## config.mk

```make
export PLATFORM = sky130hd
export DESIGN_NAME = sum_frame_scheduler
export DESIGN_NICKNAME = d
export VERILOG_FILES = /design/src/rtl/sum_frame_scheduler.sv
export SDC_FILE = /design/constraint.sdc
export NUM_CORES = 1
export LEC_CHECK = 0
export ABC_AREA = 1
export BUFFER_PORTS_ARGS = -buffer_cell sky130_fd_sc_hd__buf_2
export CAP_MARGIN = 40
export CORE_MARGIN = 2
export CORE_UTILIZATION = 45
export CTS_BUF_LIST = sky130_fd_sc_hd__clkbuf_8
export CTS_CLUSTER_DIAMETER = 150
export DETAILED_ROUTE_END_ITERATION = 16
export GPL_TIMING_DRIVEN = 0
export MAX_ROUTING_LAYER = met4
export PLACE_DENSITY = 0.71
export SLEW_MARGIN = 20
export SYNTH_ARGS = -nofsm -noshare
export SYNTH_HDL_FRONTEND = slang
export SYNTH_SLANG_ARGS = --single-unit
```

## constraint.sdc

```tcl
create_clock -name CLK -period 1.3 [get_ports CLK]
set_input_delay 0.065 -clock CLK [delete_from_list [all_inputs] [get_ports CLK]]
set_output_delay 0.065 -clock CLK [all_outputs]
set_load 0.02 [all_outputs]
```

## src/rtl/sum_frame_scheduler.sv

```systemverilog
// Round-robin arbiter that streams fixed-length frames from two requesters into one
// summation datapath, then returns the owner-tagged sum or aborts on a WAIT watchdog.
module sum_frame_scheduler #(
  parameter int FRAME_LEN = 256,
  parameter int TIMEOUT   = 1023
) (
  input  logic        CLK,
  input  logic        RST,
  input  logic        req0,
  input  logic        req1,
  input  logic [7:0]  data0,
  input  logic [7:0]  data1,
  output logic        gnt0,
  output logic        gnt1,
  output logic [7:0]  acc_data,
  output logic        acc_start,
  input  logic [16:0] acc_sum,
  input  logic        acc_sum_en,
  output logic [16:0] result,
  output logic        result_id,
  output logic        result_valid,
  output logic        err,
  output logic        busy
);
  localparam int CW = (FRAME_LEN > 1) ? $clog2(FRAME_LEN) : 1;
  localparam int TW = $clog2(TIMEOUT + 1);
  localparam logic [CW-1:0] LAST_SMP  = CW'(FRAME_LEN - 1);
  localparam logic [TW-1:0] LAST_WAIT = TW'(TIMEOUT - 1);

  typedef enum logic [1:0] {IDLE, STREAM, WAIT, DONE} state_t;
  typedef struct packed {
    logic [16:0] sum;
    logic        id;
  } res_t;

  state_t        state, state_d;
  logic          owner, owner_d, last_owner, last_d;
  logic [CW-1:0] cnt, cnt_d;
  logic [TW-1:0] tcnt, tcnt_d;
  logic [7:0]    data_d;
  logic          start_d, rv_d, err_d;
  res_t          res, res_d;

  always_comb begin
    state_d = state;
    owner_d = owner;
    last_d  = last_owner;
    cnt_d   = cnt;
    tcnt_d  = tcnt;
    data_d  = acc_data;
    start_d = 1'b0;
    rv_d    = 1'b0;
    err_d   = 1'b0;
    res_d   = res;
    case (state)
      IDLE: if (req0 || req1) begin
        // on contention the requester that did not own the last transaction wins
        owner_d = (req0 && req1) ? ~last_owner : req1;
        cnt_d   = '0;
        state_d = STREAM;
      end
      STREAM: begin
        data_d  = owner ? data1 : data0;
        start_d = (cnt == '0);
        if (cnt == LAST_SMP) begin
          cnt_d   = '0;
          tcnt_d  = '0;
          state_d = WAIT;
        end else begin
          cnt_d = cnt + CW'(1);
        end
      end
      WAIT: begin
        // a strobe on the final watchdog cycle still counts as a result
        if (acc_sum_en) begin
          res_d   = '{sum: acc_sum, id: owner};
          rv_d    = 1'b1;
          tcnt_d  = '0;
          state_d = DONE;
        end else if (tcnt == LAST_WAIT) begin
          err_d   = 1'b1;
          last_d  = owner;
          tcnt_d  = '0;
          state_d = IDLE;
        end else begin
          tcnt_d = tcnt + TW'(1);
        end
      end
      DONE: begin
        last_d  = owner;
        state_d = IDLE;
      end
      default: state_d = IDLE;
    endcase
  end

  always_ff @(posedge CLK or negedge RST) begin
    if (!RST) begin
      state        <= IDLE;
      owner        <= 1'b0;
      last_owner   <= 1'b1;
      cnt          <= '0;
      tcnt         <= '0;
      acc_data     <= '0;
      acc_start    <= 1'b0;
      res          <= '0;
      result_valid <= 1'b0;
      err          <= 1'b0;
      gnt0         <= 1'b0;
      gnt1         <= 1'b0;
      busy         <= 1'b0;
    end else begin
      state        <= state_d;
      owner        <= owner_d;
      last_owner   <= last_d;
      cnt          <= cnt_d;
      tcnt         <= tcnt_d;
      acc_data     <= data_d;
      acc_start    <= start_d;
      res          <= res_d;
      result_valid <= rv_d;
      err          <= err_d;
      gnt0         <= (state_d == STREAM) && !owner_d;
      gnt1         <= (state_d == STREAM) && owner_d;
      busy         <= (state_d != IDLE);
    end
  end

  assign result    = res.sum;
  assign result_id = res.id;
endmodule

```

==> report_table.html <==
<table>
<tr><th>Metric</th><th>Value</th></tr>
<tr><th colspan="2">Power</th></tr>
<tr><td>Switching power total</td><td>0.00213 W</td></tr>
<tr><td>Total leakage power</td><td>1.86 nW</td></tr>
<tr><td>Cell internal pwr</td><td>0.00348 W</td></tr>
<tr><td>Portion of total power attributed to the clock network</td><td>0.208</td></tr>
<tr><td>Maximum resistive drop on vdd</td><td>0.00103 V</td></tr>
<tr><td>Power density over the cells</td><td>1560 nW/µm²</td></tr>
<tr><td>Comb power frac</td><td>0.373</td></tr>
<tr><td>Seq pwr share</td><td>0.419</td></tr>
<tr><td>Switching power as a share of total power</td><td>0.380</td></tr>
<tr><th colspan="2">Worst setup path</th></tr>
<tr><td>Critical Path Source Type</td><td>register</td></tr>
<tr><td>Setup crit start</td><td>cnt[0]</td></tr>
<tr><td>Worst reg2reg path depth</td><td>9</td></tr>
<tr><td>Critical Path AT</td><td>1650 ps</td></tr>
<tr><td>Crit-path max FO</td><td>6</td></tr>
<tr><td>Register-to-register path setup slack</td><td>-140 ps</td></tr>
<tr><td>WS Path Type</td><td>register to register</td></tr>
<tr><td>Type of element capturing the critical path</td><td>register</td></tr>
<tr><td>Reg2Reg Capture Point</td><td>tcnt[7]</td></tr>
<tr><td>Capturing element of the worst setup path</td><td>tcnt[7]</td></tr>
<tr><td>Required arrival time at the worst endpoint</td><td>1510 ps</td></tr>
<tr><td>Launch point of the worst reg-to-reg path</td><td>cnt[0]</td></tr>
<tr><th colspan="2">CTS</th></tr>
<tr><td>Num CTS Buffers</td><td>5</td></tr>
<tr><td>CTS max path bufs</td><td>2</td></tr>
<tr><td>CTS Root Cell</td><td>clkbuf_8</td></tr>
<tr><td>Clock-pin transition on the worst setup and hold timing paths</td><td>100 ps</td></tr>
<tr><td>Maximum level of the CTS H-tree</td><td>2</td></tr>
<tr><td>Clock tree from TritonCTS</td><td>done</td></tr>
<tr><td>Worst skew pair latency</td><td>320 ps</td></tr>
<tr><td>CTS Sinks</td><td>54</td></tr>
<tr><th colspan="2">Synth</th></tr>
<tr><td>Proportion of synthesized chip area in sequential cells</td><td>0.530</td></tr>
<tr><td>Post-synthesis net count</td><td>347</td></tr>
<tr><td>Synthesized flop and latch total</td><td>54</td></tr>
<tr><td>Post-synthesis instance total</td><td>305</td></tr>
<tr><td>Post-Synthesis Mean Instance Area</td><td>8.37 µm²</td></tr>
<tr><td>Area share of xor/xnor cells in the synthesized design</td><td>0.0137</td></tr>
<tr><td>Mux share of post-synthesis cell area</td><td>0</td></tr>
<tr><td>Number of distinct library cells after synthesis</td><td>31</td></tr>
<tr><td>Yosys Warn Count</td><td>0</td></tr>
<tr><td>Fraction of the mapped netlist area in compound gates</td><td>0.0907</td></tr>
<tr><td>Synthesized-area fraction occupied by and/or/nand/nor cells</td><td>0.280</td></tr>
<tr><td>Largest family of logic cells by synthesized area</td><td>simple AND/OR/NAND/NOR gates</td></tr>
<tr><td>Post-Syn Area</td><td>2550 µm²</td></tr>
<tr><td>Post-Synth Adder-Cell Area</td><td>0.0196</td></tr>
<tr><th colspan="2">STA</th></tr>
<tr><td>Transition time of the tightest slew-check pin</td><td>682 ps</td></tr>
<tr><td>Max Clock Freq</td><td>0.694 GHz</td></tr>
<tr><td>Min cycle time layout</td><td>1440 ps</td></tr>
<tr><td>Total setup violations reported at the end of the flow</td><td>29</td></tr>
<tr><td>Final setup margin</td><td>-142 ps</td></tr>
<tr><td>Final Max Slew Viols</td><td>0</td></tr>
<tr><td>Unrepaired setup endpoints after global routing</td><td>true</td></tr>
<tr><td>Hold WS</td><td>37.7 ps</td></tr>
<tr><td>Worst rel slew slack</td><td>0.545</td></tr>
<tr><td>Period Utilization, post-route</td><td>1.11</td></tr>
<tr><td>Setup clock skew after layout</td><td>5.60 ps</td></tr>
<tr><td>Number of hold violations in the final report</td><td>0</td></tr>
<tr><th colspan="2">Drt</th></tr>
<tr><td>Via density per instance</td><td>4.98</td></tr>
<tr><td>DRC viols</td><td>0</td></tr>
<tr><td>Iteration-0 DRC count of the detailed router</td><td>109</td></tr>
<tr><td>Routed length per placed instance</td><td>13.8 µm</td></tr>
<tr><td>Vias</td><td>2433</td></tr>
<tr><td>Post-route antenna net violation count</td><td>0</td></tr>
<tr><td>Total Routed Length</td><td>6760 µm</td></tr>
<tr><td>Count of TritonRoute iterations in the first routing pass</td><td>4</td></tr>
<tr><th colspan="2">Placed design</th></tr>
<tr><td>Global placement routability congestion</td><td>0.918</td></tr>
<tr><td>Placed cell areas</td><td>2990 µm²</td></tr>
<tr><td>Detailed-placement wirelength estimate</td><td>4070 µm</td></tr>
<tr><td>Number of I/O port buffers</td><td>69</td></tr>
<tr><td>DP Worst Slack</td><td>-183 ps</td></tr>
<tr><th colspan="2">Layout</th></tr>
<tr><td>Register area</td><td>1350 µm²</td></tr>
<tr><td>Final-layout fill cell count</td><td>447</td></tr>
<tr><td>Commonest non-fill, non-tap cell in the layout</td><td>nand2_1</td></tr>
<tr><td>Final cell area excluding filler cells</td><td>3610 µm²</td></tr>
<tr><td>Area used by multi-input combinational logic</td><td>1180 µm²</td></tr>
<tr><td>Area added between synthesis and finish</td><td>41.3%</td></tr>
<tr><td>Commonest cells after routing, fill and taps aside</td><td>103 x nand2_1, 69 x buf_2, 53 x dfrtp_1, 25 x o21ai_0, 22 x nor2_1</td></tr>
<tr><td>Nets</td><td>458</td></tr>
<tr><td>Fraction of layout instances using a drive strength above 1</td><td>0.360</td></tr>
<tr><td>Inserted Diodes</td><td>0</td></tr>
<tr><th colspan="2">GRT</th></tr>
<tr><td>Pin count of the biggest net entering global routing</td><td>55</td></tr>
<tr><td>Global routing usage summed across all routing layers</td><td>0.225</td></tr>
<tr><td>Vias in the first global route</td><td>2436</td></tr>
<tr><td>First-pass GRT wire length</td><td>10900 µm</td></tr>
<tr><td>Global Route met2 Usage</td><td>0.364</td></tr>
<tr><td>Global routing met3 resource utilization</td><td>0.0386</td></tr>
<tr><td>Global route total overflow</td><td>0</td></tr>
<tr><td>Most congested layer reported by global routing</td><td>met2</td></tr>
<tr><td>Met1 demand-to-capacity share in global routing</td><td>0.284</td></tr>
<tr><td>Number of antenna violations at the first check in global routing</td><td>0</td></tr>
<tr><th colspan="2">Floorplan</th></tr>
<tr><td>Ports placed on the boundary</td><td>70</td></tr>
<tr><td>Initial core utilization</td><td>0.464</td></tr>
<tr><td>Die span in x</td><td>79.3 µm</td></tr>
<tr><td>Area of the core</td><td>5510 µm²</td></tr>
<tr><td>Die area</td><td>6290 µm²</td></tr>
<tr><td>Vertical die dimension</td><td>79.3 µm</td></tr>
<tr><td>Placement row count</td><td>27</td></tr>
<tr><th colspan="2">Flow run</th></tr>
<tr><td>Max Cap Viol</td><td>0</td></tr>
<tr><th colspan="2">Status</th></tr>
<tr><td>Violations in the final reports</td><td>setup timing</td></tr>
<tr><td>Run status</td><td>complete, but fails checks</td></tr>
<tr><th colspan="2">Worst hold path</th></tr>
<tr><td>Hold WC Path Type</td><td>input port to register</td></tr>
</table>
-- layer usage --
layer / vias up / part of all wire
met2: 66 / 0.52
met3: 12 / 0.031
met1: 1164 / 0.43
met4: 0 / 0.024
met5: - / 0
li1: 1191 / -
-- what timing repair did --
| action | 4_1_cts | 5_1_grt |
|---|---|---|
| hold buffers | 18 | 0 |
| endpoints found under the setup margin | 24 | 38 |
| buffers inserted | 10 | 7 |
| cloned | 0 | 1 |
| endpoints found under the hold margin | 70 | 0 |
| gates resized for setup | 23 | 29 |
| pin swaps | 8 | 14 |
-- per-stage QoR --
step,cells,util,power [W],TNS (ps)
floorplan,305,-,0.00346,0
global placement,446,0.543,0.00398,-1620
detailed placement,446,0.543,0.00403,-1910
CTS,482,0.625,0.00539,-538
global route,489,0.655,0.00595,-5200
finish,489,0.655,0.00561,-1980
-- critical path: stages, from the launching register on --
cell and delay [ps]:
dfrtp_1 410, ha_2 200, nand2_2 100, nor2_4 50
nand3_2 70, nand2_4 70, buf_12 130, buf_8 120
a21oi_1 130, nor2_1 50
-- worst min-delay path by stage --
stage	slack (ps)	cells past startpoint	endpoint	startpoint
2_1_floorplan	-230	0	acc_data[0]	RST
4_1_cts	30	3	acc_data[3]	data0[3]
3_5_place_dp	150	1	acc_data[0]	RST
6_report	40	3	acc_data[2]	data1[2]
5_1_grt	40	3	acc_data[3]	data1[3]
3_3_place_gp	260	3	result[5]	acc_sum[5]
-- layout make-up --
cell class                 count  share of cell area
clock inverter                 3              0.0121
clock buffer                   5              0.0191
multi-input combinational    217               0.326
timing repair buffer         104               0.191
sequential                    54               0.375
buffer                         8              0.0236
tap                           72              0.0250
inverter                      26              0.0281
-- synth_stat cells --
| library cell | n | share of area |
|---|---|---|
| o21ai_2 | 1 | 0.0034 |
| a31oi_1 | 1 | 0.0025 |
| clkinv_1 | 1 | 0.0015 |
| a21boi_0 | 1 | 0.0029 |
| nand4_1 | 6 | 0.015 |
| nor2_4 | 2 | 0.0088 |
| inv_2 | 6 | 0.0088 |
| a21oi_2 | 4 | 0.014 |
| ha_1 | 4 | 0.020 |
| nor3_2 | 1 | 0.0039 |
| nor2_1 | 27 | 0.040 |
| nand2_4 | 1 | 0.0044 |
| a21oi_1 | 3 | 0.0059 |
| dfrtp_1 | 53 | 0.52 |
| nor3_1 | 2 | 0.0039 |
| buf_6 | 2 | 0.0088 |
| o21ai_0 | 28 | 0.055 |
| nor2_2 | 3 | 0.0074 |
| nand3_1 | 15 | 0.029 |
| nand2_1 | 108 | 0.16 |
| buf_4 | 2 | 0.0059 |
| buf_2 | 2 | 0.0039 |
| nand2_2 | 2 | 0.0049 |
| clkbuf_1 | 1 | 0.0015 |
| dfstp_2 | 1 | 0.010 |
| o22ai_1 | 3 | 0.0074 |
| xor2_1 | 3 | 0.010 |
| inv_1 | 19 | 0.028 |
| xnor2_1 | 1 | 0.0034 |
| buf_12 | 1 | 0.0078 |
| nand3_2 | 1 | 0.0039 |
-- kinds of logic after synthesis --
family / after synthesis
AO/OA/AOI/OAI: 41
XOR/XNOR: 4
adder cells (fa/ha/maj): 4
buffers and inverters: 34
flip-flops: 54
AND/OR/NAND/NOR: 168
-- flip-flops by register name, indices dropped and copies added (netlist names) --
| register | count |
|---|---|
| result | 17 |
| cnt | 8 |
| owner | 1 |
| gnt0 | 1 |
| err | 1 |
| busy | 1 |
| acc_data | 8 |
| result_id | 1 |
| state | 2 |
| last_owner | 1 |
| result_valid | 1 |
| gnt1 | 1 |
| acc_start | 1 |
| tcnt | 10 |
-- power by group through the flow --
stage / registers, W / logic (W) / clock network, W
2_1_floorplan: 0.00260 / 0.000862 / 0
3_3_place_gp: 0.00236 / 0.00162 / 0
3_5_place_dp: 0.00237 / 0.00167 / 0
4_1_cts: 0.00234 / 0.00186 / 0.00118
5_1_grt: 0.00240 / 0.00228 / 0.00127
6_report: 0.00235 / 0.00209 / 0.00117
(Power assumes the default switching activity.)
